**src/rtl/dtb_pkg.sv**
```systemverilog
// Shared types and geometry for the trace buffer memory: word/address widths,
// the FSM state encoding and the modulo pointer increment.
package dtb_pkg;

  localparam int TRB_WIDTH      = 32;
  localparam int TRB_ADDR_WIDTH = 4;
  localparam int TRB_DEPTH      = 2 ** TRB_ADDR_WIDTH;

  typedef logic [TRB_ADDR_WIDTH-1:0] trb_addr_t;
  typedef logic [TRB_WIDTH-1:0]      trb_word_t;

  typedef enum logic [1:0] {
    ST_IDLE  = 2'd0,
    ST_CLEAR = 2'd1,
    ST_RUN   = 2'd2
  } mem_state_t;

  // Pointers have no carry bit, so the increment wraps at TRB_DEPTH.
  function automatic trb_addr_t ptr_inc(input trb_addr_t ptr);
    return ptr + TRB_ADDR_WIDTH'(1);
  endfunction

endpackage

```
**src/rtl/trb_ram.sv**
```systemverilog
// Single-port trace storage: synchronous write, registered synchronous read.
// The read register resets to zero; the array itself holds no reset.
module trb_ram
  import dtb_pkg::*;
(
  input  logic      clk_i,
  input  logic      rst_ni,
  input  logic      we_i,
  input  logic      re_i,
  input  trb_addr_t addr_i,
  input  trb_word_t wdata_i,
  output trb_word_t rdata_o
);

  trb_word_t mem_q [TRB_DEPTH];
  trb_word_t rdata_q;

  // NOTE: the array has no reset branch so it maps onto RAM macros; contents
  // are initialised by the clear sweep instead.
  always_ff @(posedge clk_i) begin
    if (we_i) begin
      mem_q[addr_i] <= wdata_i;
    end
  end

  always_ff @(posedge clk_i or negedge rst_ni) begin
    if (!rst_ni) begin
      rdata_q <= '0;
    end else if (re_i) begin
      rdata_q <= mem_q[addr_i];
    end
  end

  assign rdata_o = rdata_q;

endmodule

```
**src/rtl/trace_buffer_mem.sv**
```systemverilog
// Trace buffer memory controller: post-reset clear sweep, alternating write/read
// turns and registered full/empty flags. Clear sweep built only with TRB_MEM_CLEAR_EN.
module trace_buffer_mem
  import dtb_pkg::*;
#(
  parameter logic [TRB_WIDTH-1:0] INIT_VALUE = '0
) (
  input  logic                      CLK_I,
  input  logic                      RST_NI,
  input  logic                      CLEAR_I,
  output logic                      BUSY_O,
  output logic                      RW_TURN_O,
  input  logic                      WRITE_I,
  output logic                      WRITE_ALLOW_O,
  output logic                      READ_ALLOW_O,
  input  logic [TRB_ADDR_WIDTH-1:0] WRITE_PTR_I,
  input  logic [TRB_WIDTH-1:0]      DMEM_I,
  input  logic [TRB_ADDR_WIDTH-1:0] READ_PTR_I,
  output logic [TRB_WIDTH-1:0]      DMEM_O,
  output logic                      WRITE_DROP_O
);

  mem_state_t state_q, state_d;
  logic       busy_q, busy_d;
  logic       rw_turn_q, rw_turn_d;
  logic       write_allow_q, write_allow_d;
  logic       read_allow_q, read_allow_d;
  logic       write_drop_q, write_drop_d;

  logic       run;
  logic       wr_turn;
  logic       wr_fire;
  logic       wr_drop;
  logic       rd_fire;
  logic       clr_fire;

  trb_addr_t  ram_addr;
  trb_word_t  ram_wdata;
  logic       ram_we;

`ifdef TRB_MEM_CLEAR_EN
  localparam trb_addr_t LAST_ADDR = TRB_ADDR_WIDTH'(TRB_DEPTH - 1);

  trb_addr_t  clr_addr_q, clr_addr_d;
  logic       clear_entry;
`else
  // CLEAR_I and INIT_VALUE have no function without the sweep.
  logic unused_ok;
  assign unused_ok = &{1'b0, CLEAR_I, INIT_VALUE};
`endif

  // Turn and flag decode from registered state only.
  assign run     = (state_q == ST_RUN);
  assign wr_turn = run && rw_turn_q;
  assign wr_fire = wr_turn && WRITE_I && write_allow_q;
  assign wr_drop = wr_turn && WRITE_I && !write_allow_q;
  assign rd_fire = run && !rw_turn_q;

  always_comb begin
    // NOTE: default first so every path assigns state_d and no latch is inferred.
    state_d = state_q;
    case (state_q)
      ST_IDLE: begin
`ifdef TRB_MEM_CLEAR_EN
        state_d = ST_CLEAR;
`else
        state_d = ST_RUN;
`endif
      end
`ifdef TRB_MEM_CLEAR_EN
      ST_CLEAR: begin
        if (clr_addr_q == LAST_ADDR) begin
          state_d = ST_RUN;
        end
      end
      ST_RUN: begin
        if (CLEAR_I) begin
          state_d = ST_CLEAR;
        end
      end
`else
      ST_RUN: state_d = ST_RUN;
`endif
      default: state_d = ST_IDLE;
    endcase
  end

`ifdef TRB_MEM_CLEAR_EN
  assign clr_fire     = (state_q == ST_CLEAR);
  assign clear_entry  = (state_d == ST_CLEAR) && (state_q != ST_CLEAR);
  assign clr_addr_d   = clr_fire ? clr_addr_q + TRB_ADDR_WIDTH'(1) : '0;
  assign write_drop_d = clear_entry ? 1'b0 : (write_drop_q | wr_drop);
`else
  assign clr_fire     = 1'b0;
  assign write_drop_d = write_drop_q | wr_drop;
`endif

  // Outputs are registered against the next state so they align with state_q.
  assign busy_d        = (state_d != ST_RUN);
  assign rw_turn_d     = (state_d == ST_RUN) && (run ? !rw_turn_q : 1'b1);
  assign write_allow_d = (state_d == ST_RUN) && (ptr_inc(WRITE_PTR_I) != READ_PTR_I);
  assign read_allow_d  = (state_d == ST_RUN) && (READ_PTR_I != WRITE_PTR_I);

  always_ff @(posedge CLK_I or negedge RST_NI) begin
    if (!RST_NI) begin
      state_q       <= ST_IDLE;
      busy_q        <= 1'b1;
      rw_turn_q     <= 1'b0;
      write_allow_q <= 1'b0;
      read_allow_q  <= 1'b0;
      write_drop_q  <= 1'b0;
`ifdef TRB_MEM_CLEAR_EN
      clr_addr_q    <= '0;
`endif
    end else begin
      // NOTE: non-blocking so every register samples the pre-edge values.
      state_q       <= state_d;
      busy_q        <= busy_d;
      rw_turn_q     <= rw_turn_d;
      write_allow_q <= write_allow_d;
      read_allow_q  <= read_allow_d;
      write_drop_q  <= write_drop_d;
`ifdef TRB_MEM_CLEAR_EN
      clr_addr_q    <= clr_addr_d;
`endif
    end
  end

  // Single RAM port: sweep owns it during CLEAR, otherwise the turn selects the pointer.
`ifdef TRB_MEM_CLEAR_EN
  assign ram_addr  = clr_fire ? clr_addr_q : (rw_turn_q ? WRITE_PTR_I : READ_PTR_I);
  assign ram_wdata = clr_fire ? INIT_VALUE : DMEM_I;
`else
  assign ram_addr  = rw_turn_q ? WRITE_PTR_I : READ_PTR_I;
  assign ram_wdata = DMEM_I;
`endif
  assign ram_we    = wr_fire | clr_fire;

  trb_ram u_ram (
    .clk_i   (CLK_I),
    .rst_ni  (RST_NI),
    .we_i    (ram_we),
    .re_i    (rd_fire),
    .addr_i  (ram_addr),
    .wdata_i (ram_wdata),
    .rdata_o (DMEM_O)
  );

  assign BUSY_O        = busy_q;
  assign RW_TURN_O     = rw_turn_q;
  assign WRITE_ALLOW_O = write_allow_q;
  assign READ_ALLOW_O  = read_allow_q;
  assign WRITE_DROP_O  = write_drop_q;

endmodule

```
**config.mk**
```make
export PLATFORM = sky130hd
export DESIGN_NAME = trace_buffer_mem
export DESIGN_NICKNAME = d
export VERILOG_FILES = /design/src/rtl/dtb_pkg.sv /design/src/rtl/trb_ram.sv /design/src/rtl/trace_buffer_mem.sv
export SDC_FILE = /design/constraint.sdc
export NUM_CORES = 1
export LEC_CHECK = 0
export BUFFER_PORTS_ARGS = -buffer_cell sky130_fd_sc_hd__buf_2
export CAP_MARGIN = 30
export CELL_PAD_IN_SITES_DETAIL_PLACEMENT = 0
export CELL_PAD_IN_SITES_GLOBAL_PLACEMENT = 2
export CORE_MARGIN = 2
export CORE_UTILIZATION = 40
export DETAILED_ROUTE_END_ITERATION = 7
export MAX_ROUTING_LAYER = met4
export PLACE_DENSITY_LB_ADDON = 0.1
export SYNTH_ARGS = -nofsm -noshare
export SYNTH_HDL_FRONTEND = slang
export SYNTH_HIERARCHICAL = 1
export SYNTH_SLANG_ARGS = --single-unit
```
**constraint.sdc**
```tcl
create_clock -name CLK_I -period 7 [get_ports CLK_I]
set_input_delay 1.4 -clock CLK_I [delete_from_list [all_inputs] [get_ports CLK_I]]
set_output_delay 1.4 -clock CLK_I [all_outputs]
set_load 0.02 [all_outputs]
```
Word level (Yosys, flattened, before mapping)
Memories as Yosys holds them, arrays and structs flattened. A register that Yosys moved wholly into a read port is not among the register bits.
Index checks and enable logic that the tools add are counted.
{"block": "totals", "n_memories": 1, "reg_bits": 7, "ramBits": 512, "latch_bits": 0, "elab_cells": 32, "mem_bits_ro": 0}
{"block": "op_classes", "n_bitwise": 1, "n_addsub": 1, "n_eq_ne": 5, "reduce_logical": 13, "n_div": 0, "n_shift": 0, "n_lt_le_gt_ge": 0, "multipliers": 0, "n_mux": 5}
{"memory": "u_ram.mem_q", "words": 16, "word_bits": 32, "read_ports": 1, "rd_clocked_by_memory_dff": 1, "write_ports": 1, "line": "trb_ram.sv:15", "text": "trb_word_t mem_q [TRB_DEPTH];"}
{"cell": "logical AND 1 bit", "count": 8}
{"cell": "inequality test 4 bit", "count": 2}
{"cell": "adder 4 x 1 -> 4 bit (second input constant)", "count": 1}
{"cell": "== test 2 bit (second input constant)", "count": 2}
{"cell": "2-to-1 mux 4 bit", "count": 1}
{"cell": "zero test 1 bit", "count": 3}
{"cell": "2-to-1 mux 1 bit", "count": 3}
{"cell": "zero test 2 bit", "count": 1}
{"cell": "2-to-1 mux 2 bit", "count": 1}
{"cell": "inequality test 2 bit (second input constant)", "count": 1}
{"cell": "OR reduction 2 bit", "count": 1}
{"cell": "OR 1 bit", "count": 1}

Logic depth before layout (Yosys ltp)
{"block": "depth", "word_depth": 6, "ltp_mapped": 10}

Modules after synthesis
The synthesis kept the hierarchy.
{"module": "trb_ram", "area_per_inst_um2": 20842.5, "n_inst": 1, "cells_per_inst": 1107}
{"module": "trace_buffer_mem", "area_per_inst_um2": 330.3, "n_inst": 1, "cells_per_inst": 30}

Least setup slack after synthesis
No wires, ideal clock.
{"block": "synth_path", "path_kind": "input to register", "start": "in WRITE_PTR_I[3]", "end": "mem u_ram/mem_q[4][0] (netlist bit), enable pin", "setup_time_ns": 0.461, "path_slack_ns": 1.930, "arrival_time_ns": 4.609, "path_stages": 6, "t_required_ns": 6.539, "path_cell_list": "mux2_2 > buf_4 > buf_4 > buf_2 > nand3b_1 > nor3_1"}
{"block": "synth_between", "elab_chain_cells": 1}
{"element": "start: declaration", "line": "trace_buffer_mem.sv:16", "text": "input logic [TRB_ADDR_WIDTH-1:0] WRITE_PTR_I,"}
{"element": "2-to-1 mux 4 bit", "line": "trace_buffer_mem.sv:134", "text": "assign ram_addr = rw_turn_q ? WRITE_PTR_I : READ_PTR_I;"}
{"element": "end: declaration", "line": "trb_ram.sv:15"}
No other way between the ends.

Final worst setup path
{"block": "layout_path", "start": "in WRITE_PTR_I[2]", "end": "mem u_ram/mem_q[15][14] (netlist bit), enable pin"}
{"block": "layout_between", "elab_chain_cells": 1}
{"element": "2-to-1 mux 4 bit", "line": "trace_buffer_mem.sv:134"}
{"element": "via ram_addr[2]", "line": "trace_buffer_mem.sv:37", "text": "trb_addr_t ram_addr;"}
The timed path passes the listed nets, and every way through them passes these cells.

==> metrics.txt <==
min-delay src=state_q[1]; Wirelength per Cell=25.8 um; FF-to-FF End=u_ram/mem_q[15][14]; post-synthesis sequential area ratio=77.1%; Worst Skew=0.0114 ns; 1st-pass router iterations=4; IO Pins=81; worst skew pair latency=0.61 ns; Async SR Flop Fraction=6.91%; antenna violations before repair=1; # port buffers=79; Clock Path Buffers=3; pre-CTS setup slack=2.31 ns; leak pwr=8.34 nW; Hold EP=RW_TURN_O; final WL=51100 um; post-synthesis average cell area=18.6 sq um; CTS Sinks=550; DP HPWL=27100 um; element type at the critical path end=register; Nets=1286; TritonCTS Buffers=59; worst setup margin=3.01 ns; Post-synth EDFFs=512; total track usage=19.5%; Net Count, Synth=1182; Tcrit/Tclk final=57.0%; Critical-path top delay cell=nor2_4; ratio of cells with drive above 1 in the final layout=20.1%; PD cells=302 nW/um^2; Final Setup Violations=0; htree depth=2; critical path type=in2reg; yosys synthesis warning count=6; die width=234 um; Max-cap violations=0; CP max FO=28; post-CTS setup buffer count=0; Startpoint Class=input port; first-pass GRT wire length=73600 um; max incr delay on CP=0.79 ns; routed vias=10556; WP data required=7.27 ns; Post-synth top flop=edfxtp_1; fin. max-slew vios=0; TNS Setup=0 ns; DIE AREA=54800 sq um; final worst path period need=3.99 ns; worst r2r path cells=5; starting DRC count in detailed routing=711; Rows=84; post-synthesis cell type count=39; Hold Path Class=reg2reg; WP buf/inv=3; gp weighted congestion=0.701; Root Driver=clkbuf_16; crit-path most repeated cell=buf_4; drt via density=5.34; Max Fclk=0.250 GHz; FF+latch count, synth=550; number of nets still failing antenna checks after routing=0; Final Hold Violating Endpoints=0; CTS tree=built; hold depth=1; Crit path arrival time=4.26 ns; CTS resizes=0; GR Overflow Total=0; reg2reg start=RW_TURN_O; DRC viols=0; relative slew slack=37.2%; cell family with most CP delay=simple AND/OR/NAND/NOR gates; Worst Tran Pin Value=0.937 ns; vias in the first global route=10678; # hold bufs at CTS=0; status=complete, no violations; RSZ-0062 raised after global routing=false; clock slew at reported path FFs=0.06 ns; die height=234 um; Cell Area, Synth=21200 sq um; post-synthesis cell count=1137; worst-case vdd ir drop=225 uV; Starting Density=40.4%; P&R area growth vs syn=15.1%; setup slack, reg-to-reg=3.22 ns; critical-path cell list=buf_2 > mux2_2 > buf_4 > nand3_1 > nor2_4 > buf_4; CORE AREA=52400 sq um; largest net degree at the start of global routing=94
## sequential cells by signal, summed over array words and instances (netlist names)
name / cells
u_ram/mem_q: 512
WRITE_ALLOW_O: 1
RW_TURN_O: 1
BUSY_O: 1
READ_ALLOW_O: 1
WRITE_DROP_O: 1
u_ram/rdata_o: 32
state_q: 1
## kinds of logic (layout without fill, tap and decap cells)
family	Yosys count	count (layout)	synth area share, %
DFF	550	550	77.1
muxes	228	228	12.7
AOI/OAI and AO/OA	147	147	4.92
and+or+nand+nor	133	133	2.77
buffers and inverters	69	221	2.13
xor gates and xnor gates	7	7	0.290
other	2	3	0.0355
adders and majority gates	1	1	0.0591
## cell usage after synthesis, types with 12 or more instances
master,count,area (sq um)
a221oi_1,18,158
a2bb2oi_1,14,123
a31oi_1,32,200
buf_2,21,105
buf_6,12,135
clkbuf_1,17,63.8
dfrtp_1,37,926
edfxtp_1,512,15400
mux2i_1,192,1920
mux4_2,32,721
nand2_1,17,63.8
nand3_1,18,90.1
nor2_1,78,293
o21ai_1,16,80.1
o22ai_1,54,338
## worst max-delay path by stage
stage | startpoint | end | slack, ns | depth (start not counted)
after floorplan | WRITE_PTR_I[3] | u_ram/mem_q[4][0] | 1.93 | 6
after global placement | WRITE_PTR_I[2] | u_ram/mem_q[6][15] | 2.34 | 6
after detailed placement | WRITE_PTR_I[2] | u_ram/mem_q[15][15] | 2.31 | 6
after CTS | WRITE_PTR_I[2] | u_ram/mem_q[15][15] | 2.97 | 6
after global routing | WRITE_PTR_I[2] | u_ram/mem_q[15][15] | 2.89 | 6
final | WRITE_PTR_I[2] | u_ram/mem_q[15][14] | 3.01 | 6
## cells in the final DEF, fill, tap and decap left out, types with 3 or more instances in the layout
cell / count
edfxtp_1: 512
mux2i_1: 192
buf_2: 79
nor2_1: 66
clkbuf_16: 61
o22ai_1: 54
dfrtp_1: 37
mux4_2: 32
a31oi_1: 32
buf_4: 28
clkbuf_1: 24
nand3_1: 18
a221oi_1: 18
nand2_1: 17
o21ai_1: 16
a2bb2oi_1: 14
nor2_4: 12
clkbuf_8: 10
o22ai_2: 10
xnor2_1: 5
clkinv_2: 5
clkinv_1: 4
bufinv_16: 4
nand3b_1: 4
nor3_2: 3
or3b_1: 3
## layer usage
| metal | track usage [%] | share of wire (%) | vias up |
|---|---|---|---|
| met5 | - | 0 | - |
| met4 | 4.19 | 1.6 | 0 |
| met3 | 3.31 | 3.9 | 55 |
| met2 | 32.1 | 50 | 191 |
| met1 | 25.5 | 44 | 5542 |
| li1 | - | - | 4768 |
## per-stage QoR
step                power, mW  std cells  util, %  instance area [sq um]  hold slack [ns]
floorplan                4.14       1137        -                  21200            0.424
global placement         4.36       1865     42.7                  22400            0.456
detailed placement       4.37       1868     42.8                  22500            0.464
CTS                      7.45       1977     46.5                  24400            0.474
global route             7.62       1978     46.5                  24400            0.492
finish                   7.35       1978     46.5                  24400            0.471
## layout make-up
cell class                 instances  area (sq um)
fill                            4475         28100
antenna                            1          2.50
clock buffer                      95          1750
timing repair buffer             111           701
clock inverter                    14           168
tap                              688           861
sequential                       550         16300
multi-input combinational        518          4560
inverter                           1          3.75
## power by group
group          internal [mW]  switching [mW]  total, mW
clock network           1.85            1.22       3.07
logic                  0.205           0.380      0.585
registers               3.66          0.0375       3.70
total                   5.71            1.64       7.35
No activity file was read; power rests on OpenSTA's default activity.
